--- src/rtl/pipeline_hazard_ctrl_if.sv ---
// Signal bundle between the pipeline datapath and the hazard/stall controller.
// Signalling: no valid/ready pair here. The datapath presents buf1/buf2 contents every cycle and
// the controller answers combinationally in that same cycle (enables, flush, bubble, mul/div pulses).
interface pipeline_hazard_ctrl_if #(
  parameter int CNT_W = 16
);
  logic [31:0]      if_id_instr;
  logic             id_ex_mem_read;
  logic [4:0]       id_ex_rt;
  logic             branch_taken;
  logic             pc_en;
  logic             if_id_en;
  logic             if_id_flush;
  logic             id_ex_bubble;
  logic             md_start;
  logic             md_abort;
  logic [1:0]       state;
  logic [CNT_W-1:0] stall_count;
  logic [CNT_W-1:0] flush_count;

  modport master (
    output if_id_instr, id_ex_mem_read, id_ex_rt, branch_taken,
    input  pc_en, if_id_en, if_id_flush, id_ex_bubble, md_start, md_abort,
    input  state, stall_count, flush_count
  );

  modport slave (
    input  if_id_instr, id_ex_mem_read, id_ex_rt, branch_taken,
    output pc_en, if_id_en, if_id_flush, id_ex_bubble, md_start, md_abort,
    output state, stall_count, flush_count
  );
endinterface

--- src/rtl/pipeline_hazard_ctrl.sv ---
// MIPS pipeline control: load-use stall, taken-branch flush and fixed-latency mul/div sequencing,
// with saturating stall/flush performance counters.
module pipeline_hazard_ctrl #(
  parameter int MD_LATENCY = 8,
  parameter int CNT_W      = 16
) (
  input  logic                  clk,
  input  logic                  reset,
  pipeline_hazard_ctrl_if.slave hz
);

  typedef enum logic [1:0] {
    RUN     = 2'd0,
    MD_WAIT = 2'd2
  } state_e;

  // md_cnt holds the stall cycles still owed after the md_start cycle; release happens at zero.
  localparam logic [7:0] MD_RELOAD = 8'(MD_LATENCY - 1);

  state_e           state_q, state_d;
  logic [7:0]       md_cnt_q, md_cnt_d;
  logic [CNT_W-1:0] stall_count_q, stall_count_d;
  logic [CNT_W-1:0] flush_count_q, flush_count_d;

  logic [5:0] op;
  logic [5:0] funct;
  logic [4:0] rs;
  logic [4:0] rt;
  logic       rs_used;
  logic       rt_used;
  logic       is_md;
  logic       lu;

  logic pc_en;
  logic if_id_en;
  logic if_id_flush;
  logic id_ex_bubble;
  logic md_start;
  logic md_abort;

  assign op      = hz.if_id_instr[31:26];
  assign rs      = hz.if_id_instr[25:21];
  assign rt      = hz.if_id_instr[20:16];
  assign funct   = hz.if_id_instr[5:0];
  assign rs_used = |hz.if_id_instr;
  assign rt_used = ((op == 6'h00) && (|hz.if_id_instr)) ||
                   (op == 6'h04) || (op == 6'h05) || (op == 6'h2B);
  assign is_md   = (op == 6'h00) && (funct[5:2] == 4'b0110);
  assign lu      = hz.id_ex_mem_read && (|hz.id_ex_rt) &&
                   ((rs_used && (rs == hz.id_ex_rt)) || (rt_used && (rt == hz.id_ex_rt)));

  always_comb begin
    pc_en        = 1'b1;
    if_id_en     = 1'b1;
    if_id_flush  = 1'b0;
    id_ex_bubble = 1'b0;
    md_start     = 1'b0;
    md_abort     = 1'b0;
    state_d      = state_q;
    md_cnt_d     = md_cnt_q;
    if (reset) begin
      state_d  = RUN;
      md_cnt_d = 8'd0;
    end else begin
      case (state_q)
        RUN: begin
          if (hz.branch_taken) begin
            if_id_flush  = 1'b1;
            id_ex_bubble = 1'b1;
          end else if (lu) begin
            pc_en        = 1'b0;
            if_id_en     = 1'b0;
            id_ex_bubble = 1'b1;
          end else if (is_md) begin
            md_start     = 1'b1;
            pc_en        = 1'b0;
            if_id_en     = 1'b0;
            id_ex_bubble = 1'b1;
            md_cnt_d     = MD_RELOAD;
            state_d      = MD_WAIT;
          end
        end
        MD_WAIT: begin
          // A taken branch is older than the held mul/div op, so the op is discarded.
          if (hz.branch_taken) begin
            md_abort     = 1'b1;
            if_id_flush  = 1'b1;
            id_ex_bubble = 1'b1;
            state_d      = RUN;
          end else if (md_cnt_q == 8'd0) begin
            state_d = RUN;
          end else begin
            pc_en        = 1'b0;
            if_id_en     = 1'b0;
            id_ex_bubble = 1'b1;
            md_cnt_d     = md_cnt_q - 8'd1;
          end
        end
        default: state_d = RUN;
      endcase
    end
  end

  always_comb begin
    stall_count_d = stall_count_q;
    flush_count_d = flush_count_q;
    if (!pc_en && (stall_count_q != {CNT_W{1'b1}})) stall_count_d = stall_count_q + 1'b1;
    if (if_id_flush && (flush_count_q != {CNT_W{1'b1}})) flush_count_d = flush_count_q + 1'b1;
  end

  always_ff @(posedge clk) begin
    if (reset) begin
      state_q       <= RUN;
      md_cnt_q      <= 8'd0;
      stall_count_q <= '0;
      flush_count_q <= '0;
    end else begin
      state_q       <= state_d;
      md_cnt_q      <= md_cnt_d;
      stall_count_q <= stall_count_d;
      flush_count_q <= flush_count_d;
    end
  end

  assign hz.pc_en        = pc_en;
  assign hz.if_id_en     = if_id_en;
  assign hz.if_id_flush  = if_id_flush;
  assign hz.id_ex_bubble = id_ex_bubble;
  assign hz.md_start     = md_start;
  assign hz.md_abort     = md_abort;
  assign hz.state        = state_q;
  assign hz.stall_count  = stall_count_q;
  assign hz.flush_count  = flush_count_q;

endmodule

--- src/flat_wrapper.sv ---
// flat-port wrapper written by rule: the top's interface ports become plain ports
module pipeline_hazard_ctrl_flat 
#(
  parameter int MD_LATENCY = 8,
  parameter int CNT_W      = 16
)
  (clk, reset, hz_if_id_instr, hz_id_ex_mem_read, hz_id_ex_rt, hz_branch_taken, hz_pc_en, hz_if_id_en, hz_if_id_flush, hz_id_ex_bubble, hz_md_start, hz_md_abort, hz_state, hz_stall_count, hz_flush_count);
  pipeline_hazard_ctrl_if #(.CNT_W(CNT_W)) hz_i ();
  input  logic clk;
  input  logic reset;
  input wire logic [$bits(hz_i.if_id_instr)-1:0] hz_if_id_instr;
  input wire logic [$bits(hz_i.id_ex_mem_read)-1:0] hz_id_ex_mem_read;
  input wire logic [$bits(hz_i.id_ex_rt)-1:0] hz_id_ex_rt;
  input wire logic [$bits(hz_i.branch_taken)-1:0] hz_branch_taken;
  output wire logic [$bits(hz_i.pc_en)-1:0] hz_pc_en;
  output wire logic [$bits(hz_i.if_id_en)-1:0] hz_if_id_en;
  output wire logic [$bits(hz_i.if_id_flush)-1:0] hz_if_id_flush;
  output wire logic [$bits(hz_i.id_ex_bubble)-1:0] hz_id_ex_bubble;
  output wire logic [$bits(hz_i.md_start)-1:0] hz_md_start;
  output wire logic [$bits(hz_i.md_abort)-1:0] hz_md_abort;
  output wire logic [$bits(hz_i.state)-1:0] hz_state;
  output wire logic [$bits(hz_i.stall_count)-1:0] hz_stall_count;
  output wire logic [$bits(hz_i.flush_count)-1:0] hz_flush_count;
  assign hz_i.if_id_instr = hz_if_id_instr;
  assign hz_i.id_ex_mem_read = hz_id_ex_mem_read;
  assign hz_i.id_ex_rt = hz_id_ex_rt;
  assign hz_i.branch_taken = hz_branch_taken;
  assign hz_pc_en = hz_i.pc_en;
  assign hz_if_id_en = hz_i.if_id_en;
  assign hz_if_id_flush = hz_i.if_id_flush;
  assign hz_id_ex_bubble = hz_i.id_ex_bubble;
  assign hz_md_start = hz_i.md_start;
  assign hz_md_abort = hz_i.md_abort;
  assign hz_state = hz_i.state;
  assign hz_stall_count = hz_i.stall_count;
  assign hz_flush_count = hz_i.flush_count;
  pipeline_hazard_ctrl #(.MD_LATENCY(MD_LATENCY), .CNT_W(CNT_W)) u_core (.clk(clk), .reset(reset), .hz(hz_i));
endmodule
--- config.mk ---
export PLATFORM = sky130hd
export DESIGN_NAME = pipeline_hazard_ctrl_flat
export DESIGN_NICKNAME = d
export VERILOG_FILES = /design/src/rtl/pipeline_hazard_ctrl_if.sv /design/src/rtl/pipeline_hazard_ctrl.sv /design/src/flat_wrapper.sv
export SDC_FILE = /design/constraint.sdc
export NUM_CORES = 1
export LEC_CHECK = 0
export BUFFER_PORTS_ARGS = -buffer_cell sky130_fd_sc_hd__buf_2
export CAP_MARGIN = 15
export CORE_AREA = 4 4 72 74
export CTS_CLUSTER_DIAMETER = 40
export CTS_CLUSTER_SIZE = 40
export DETAILED_ROUTE_END_ITERATION = 16
export DIE_AREA = 0 0 76 78
export PLACE_DENSITY = 0.83
export SLEW_MARGIN = 20
export SYNTH_ARGS = -nofsm -noshare
export SYNTH_HDL_FRONTEND = slang
export SYNTH_SLANG_ARGS = --single-unit
--- constraint.sdc ---
create_clock -name clk -period 4.89 [get_ports clk]
set_clock_uncertainty 0.2 [all_clocks]
set_input_delay 0.2445 -clock clk [delete_from_list [all_inputs] [get_ports clk]]
set_output_delay 0.2445 -clock clk [all_outputs]
set_load 0.05 [all_outputs]
==> run summary <==
Data arrives at the worst endpoint at 2.34 ns. The number of pins with negative max-slew slack in the final report came out at 0. Buffers inserted during clock tree synthesis total 5.

Detailed placement ended at an HPWL of 4510 µm. The tools report the count of unique library cells instantiated by Yosys as 49. The tree is rooted in a sky130_fd_sc_hd__clkbuf_8. sky130_fd_sc_hd__dfxtp_1 takes more of the synthesized area than any other cell. The initial antenna violation count came out at 0. For this run, the number of Yosys warnings is 0. For the required time of the critical path, the log shows 4.45 ns. STA classifies the critical path startpoint as a flip-flop. In this run the critical register-to-register path is launched from u_core.md_cnt_q[2]$_SDFFE_PP0P_. The run gives 19.6% as the global router's overall resource usage.

Clock sink total: 41. The post-CTS setup-driven buffer insertion count is 0, and the fmax is 0.359 GHz. Using the TritonRoute via totals, the vias-per-cell ratio works out to 5.70.

The die is 76 µm wide. Relative to the synthesized area, the layout overhead comes to 22.0%. The worst hold path begins at hz_branch_taken. For the pin count of the biggest net entering global routing, the log shows 43. The tools report the terminating pin of the worst hold path as u_core.hz.state[1]$_SDFFE_PP0P_. Synthesis produced a netlist with a net count of 336.

From bottom edge to top edge, the die measures 78 µm. Timing analysis after detailed placement gives a worst setup slack of 2.04 ns. The site row count was 25; the routed wire length per instance was 14.1 µm. For the number of I/O pins, the log shows 81.

sky130_fd_sc_hd__dfxtp_1 is the most common cell in the netlist. The detail route stage leaves a number of antenna-violating nets equal to 0. In this run the worst hold path is classified as input pin to flip-flop.

Once layout is complete, the cells apart from fillers number 422. The final instance area came out at 2900 µm². The worst-path maximum fanout is 6.

The routed layout has 2404 vias. The worst stage delay on the critical path is 0.58 ns, and the clock network latency to the later pin of the worst-skew pair is 0.30 ns. The internal portion of the total power is 513 µW. Once routing completed, OpenROAD measured the worst setup slack at 2.10 ns. The analysis attributes to net switching a power of 167 µW. The clock transition time at the flip-flop clock pins of the worst setup and hold paths was 0.09 ns; the depth of the worst register-to-register path was 7.

After synthesis the cells add up to 2380 µm². Measured against its own limit, the worst slew margin works out to 42.5%. Post-CTS repair changed the size of 0 cells. Dividing the synthesized area by the synthesized cell count gives 8.17 µm². The power per unit of standard cell area is 234 nW/µm², and the count of endpoints failing hold in the final timing report is 0. After detailed routing, the number of remaining DRC violations is 0.

In this run the deepest clock path goes through 2 buffers. Most used flip-flop cell after synthesis: sky130_fd_sc_hd__dfxtp_1. In this run, post-CTS hold repair placed 0 buffers.

The post-route netlist has 26.1% of its cells at a drive strength greater than 1. Of the available clock period, the critical path in the final layout requires 57.0%. Setup violations remaining at the end of the flow were counted as 0. The clock network burns 40.9% of the power. Sequential cells burn 49.5% of the power.

The post-place instance area is 2790 µm², and the number of global-route vias before repair is 2203. The tools report the reg-to-reg critical path endpoint as u_core.hz.stall_count[14]$_SDFFE_PP0P_. Once the floorplan was initialized, standard cells occupied 51.7% of the core. The run finished with clean final reports.

Type of the worst setup path: flip-flop to output pin. Violation count after the first detailed-route iteration: 103. Across all register-to-register paths, the minimum setup slack is 2.16 ns. Of all flip-flops after synthesis, the portion carrying an async set or reset was 0%. The area share of the largest cell type after synthesis is 34.5%, and the placeable core area is 4600 µm².

The worst setup path is captured at an output pin. Setup repair after global routing left no endpoint under its margin. The fraction of power spent switching nets is 24.6%, and the final weighted congestion of routability-driven global placement is 0.867.

The tool flagged a number of max-cap violations equal to 0. Setup total negative slack on the finished layout was measured at 0 ns. In the synthesized netlist, the cells that appear most often are sky130_fd_sc_hd__dfxtp_1, sky130_fd_sc_hd__nor2_1, sky130_fd_sc_hd__xnor2_1.

The run gives 414 as the placed cell count. The number of H-tree levels is 2. The detailed-routing iteration count for the pre-antenna-repair pass is 4, and the synthesized netlist cell count is 291. The register bit count reported by yosys is 41, and the total wire length is 5960 µm. TritonCTS built the clock tree. Traced cell by cell, the critical path runs through or4_4, o41ai_4, o41ai_2, o21ai_0, buf_2.

For this run the aggregate overflow at the end of global routing stands at 0. IR analysis of the VDD net gives a maximum drop of 161 µV. Combinational logic burns 9.6% of the power.

For this run, the register share of the synthesized area comes to 34.5%. The transition time at the pin with the least slew margin is 0.863 ns. Sorting the synthesized cells by area gives the leading types as sky130_fd_sc_hd__dfxtp_1, sky130_fd_sc_hd__xnor2_1, sky130_fd_sc_hd__nor2_1.

Summed over all cells, the static leakage comes to 0.00118 µW. The final layout contains 412 nets. Along the worst hold path, the cell count comes to 3. The first global-routing pass estimated 9820 µm of wire. The count of input and output buffers was 79.

The overall die area is 5930 µm². Library cell contributing the largest single delay on the critical path: sky130_fd_sc_hd__or4_4. The worst path needs 2.79 ns of the cycle, external delays included. Yosys mapped a number of flops with a built-in enable equal to 0. The total inserted antenna cells came out at 0.
==> area by class of cell <==
| type | count | area (µm²) |
|---|---|---|
| Sequential cell | 41 | 821 |
| Clock buffer | 5 | 68.8 |
| Tap cell | 54 | 67.6 |
| Timing Repair Buffer | 79 | 395 |
| Multi-Input combinational cell | 227 | 1460 |
| Clock inverter | 3 | 46.3 |
| Inverter | 13 | 48.8 |
| Fill cell | 376 | 1700 |
==> critical path, delay by kind of cell (launching register included) <==
kind | cells | cell delay, ns
compound gates | 3 | 0.79
buf+inv | 1 | 0.32
flops | 1 | 0.36
simple gates | 1 | 0.58
==> flip-flops by register name (all words and copies together) (netlist names) <==
register and count:
u_core.hz.state 1, u_core.hz.stall_count 16, u_core.md_cnt_q 8, u_core.hz.flush_count 16
==> kinds of logic (layout without fill, tap and decap cells) <==
kind of cell,Yosys count,count (layout),synth area share (%)
AND/OR/NAND/NOR,133,133,29.9
AO/OA/AOI/OAI,55,55,16.0
flip-flops,41,41,34.5
XOR/XNOR,30,30,11.0
buffers and inverters,23,100,4.31
adder cells (fa/ha/maj),4,4,2.10
multiplexers,4,4,1.95
other,1,1,0.158
==> cell usage in the layout, fill, tap and decap left out, types with 2 or more instances in the layout <==
master / n
sky130_fd_sc_hd__nor2_1: 32
sky130_fd_sc_hd__xnor2_1: 21
sky130_fd_sc_hd__xor2_1: 9
sky130_fd_sc_hd__buf_2: 79
sky130_fd_sc_hd__a2111oi_0: 2
sky130_fd_sc_hd__and4_1: 2
sky130_fd_sc_hd__nand3_1: 13
sky130_fd_sc_hd__mux2i_1: 2
sky130_fd_sc_hd__a21oi_1: 17
sky130_fd_sc_hd__nor4_1: 12
sky130_fd_sc_hd__or2_2: 2
sky130_fd_sc_hd__nand2_1: 18
sky130_fd_sc_hd__o31ai_1: 7
sky130_fd_sc_hd__a211oi_1: 4
sky130_fd_sc_hd__clkbuf_8: 5
sky130_fd_sc_hd__nand4_1: 8
sky130_fd_sc_hd__dfxtp_1: 41
sky130_fd_sc_hd__nor2b_1: 4
sky130_fd_sc_hd__o21ai_0: 12
sky130_fd_sc_hd__nor3_1: 11
sky130_fd_sc_hd__and3_1: 5
sky130_fd_sc_hd__inv_1: 13
sky130_fd_sc_hd__or3_1: 9
sky130_fd_sc_hd__nand2b_1: 2
sky130_fd_sc_hd__ha_1: 4
sky130_fd_sc_hd__or4_1: 10
==> metal layers <==
metal	track usage [%]	part of all wire (%)	vias up
met5	0	0	-
met2	33.6	48	80
li1	-	-	1213
met3	5.34	7.1	5
met4	5.69	1.1	0
met1	23.7	44	1106
==> per-stage QoR <==
| step | total power, µW | hold WS, ns | util (%) |
|---|---|---|---|
| after detailed placement | 410 | 0.277 | 60.6 |
| after global placement | 409 | 0.274 | 60.6 |
| after CTS | 685 | 0.170 | 63.1 |
| after global routing | 704 | 0.197 | 63.1 |
| after floorplan | 382 | 0.241 | - |
| final | 680 | 0.176 | 63.1 |
==> worst max path at each step <==
stage / to / from / slack [ns]
floorplan: hz_pc_en / hz_if_id_instr[27] / 1.38
global placement: u_core.hz.stall_count[14]$_SDFFE_PP0P_ / reset / 2.07
detailed placement: u_core.hz.stall_count[14]$_SDFFE_PP0P_ / reset / 2.04
CTS: hz_pc_en / u_core.md_cnt_q[2]$_SDFFE_PP0P_ / 2.11
global route: u_core.md_cnt_q[3]$_SDFFE_PP0P_ / u_core.md_cnt_q[2]$_SDFFE_PP0P_ / 1.97
finish: hz_pc_en / u_core.md_cnt_q[2]$_SDFFE_PP0P_ / 2.10
==> power by group through the flow <==
stage | logic (µW) | registers [µW] | clock network, µW
2_1_floorplan | 32.2 | 350 | 0
3_3_place_gp | 63.9 | 345 | 0
3_5_place_dp | 65.0 | 345 | 0
4_1_cts | 65.3 | 337 | 283
5_1_grt | 71.6 | 337 | 295
6_report | 65.2 | 337 | 278
Power figures use the tool's default switching activity.
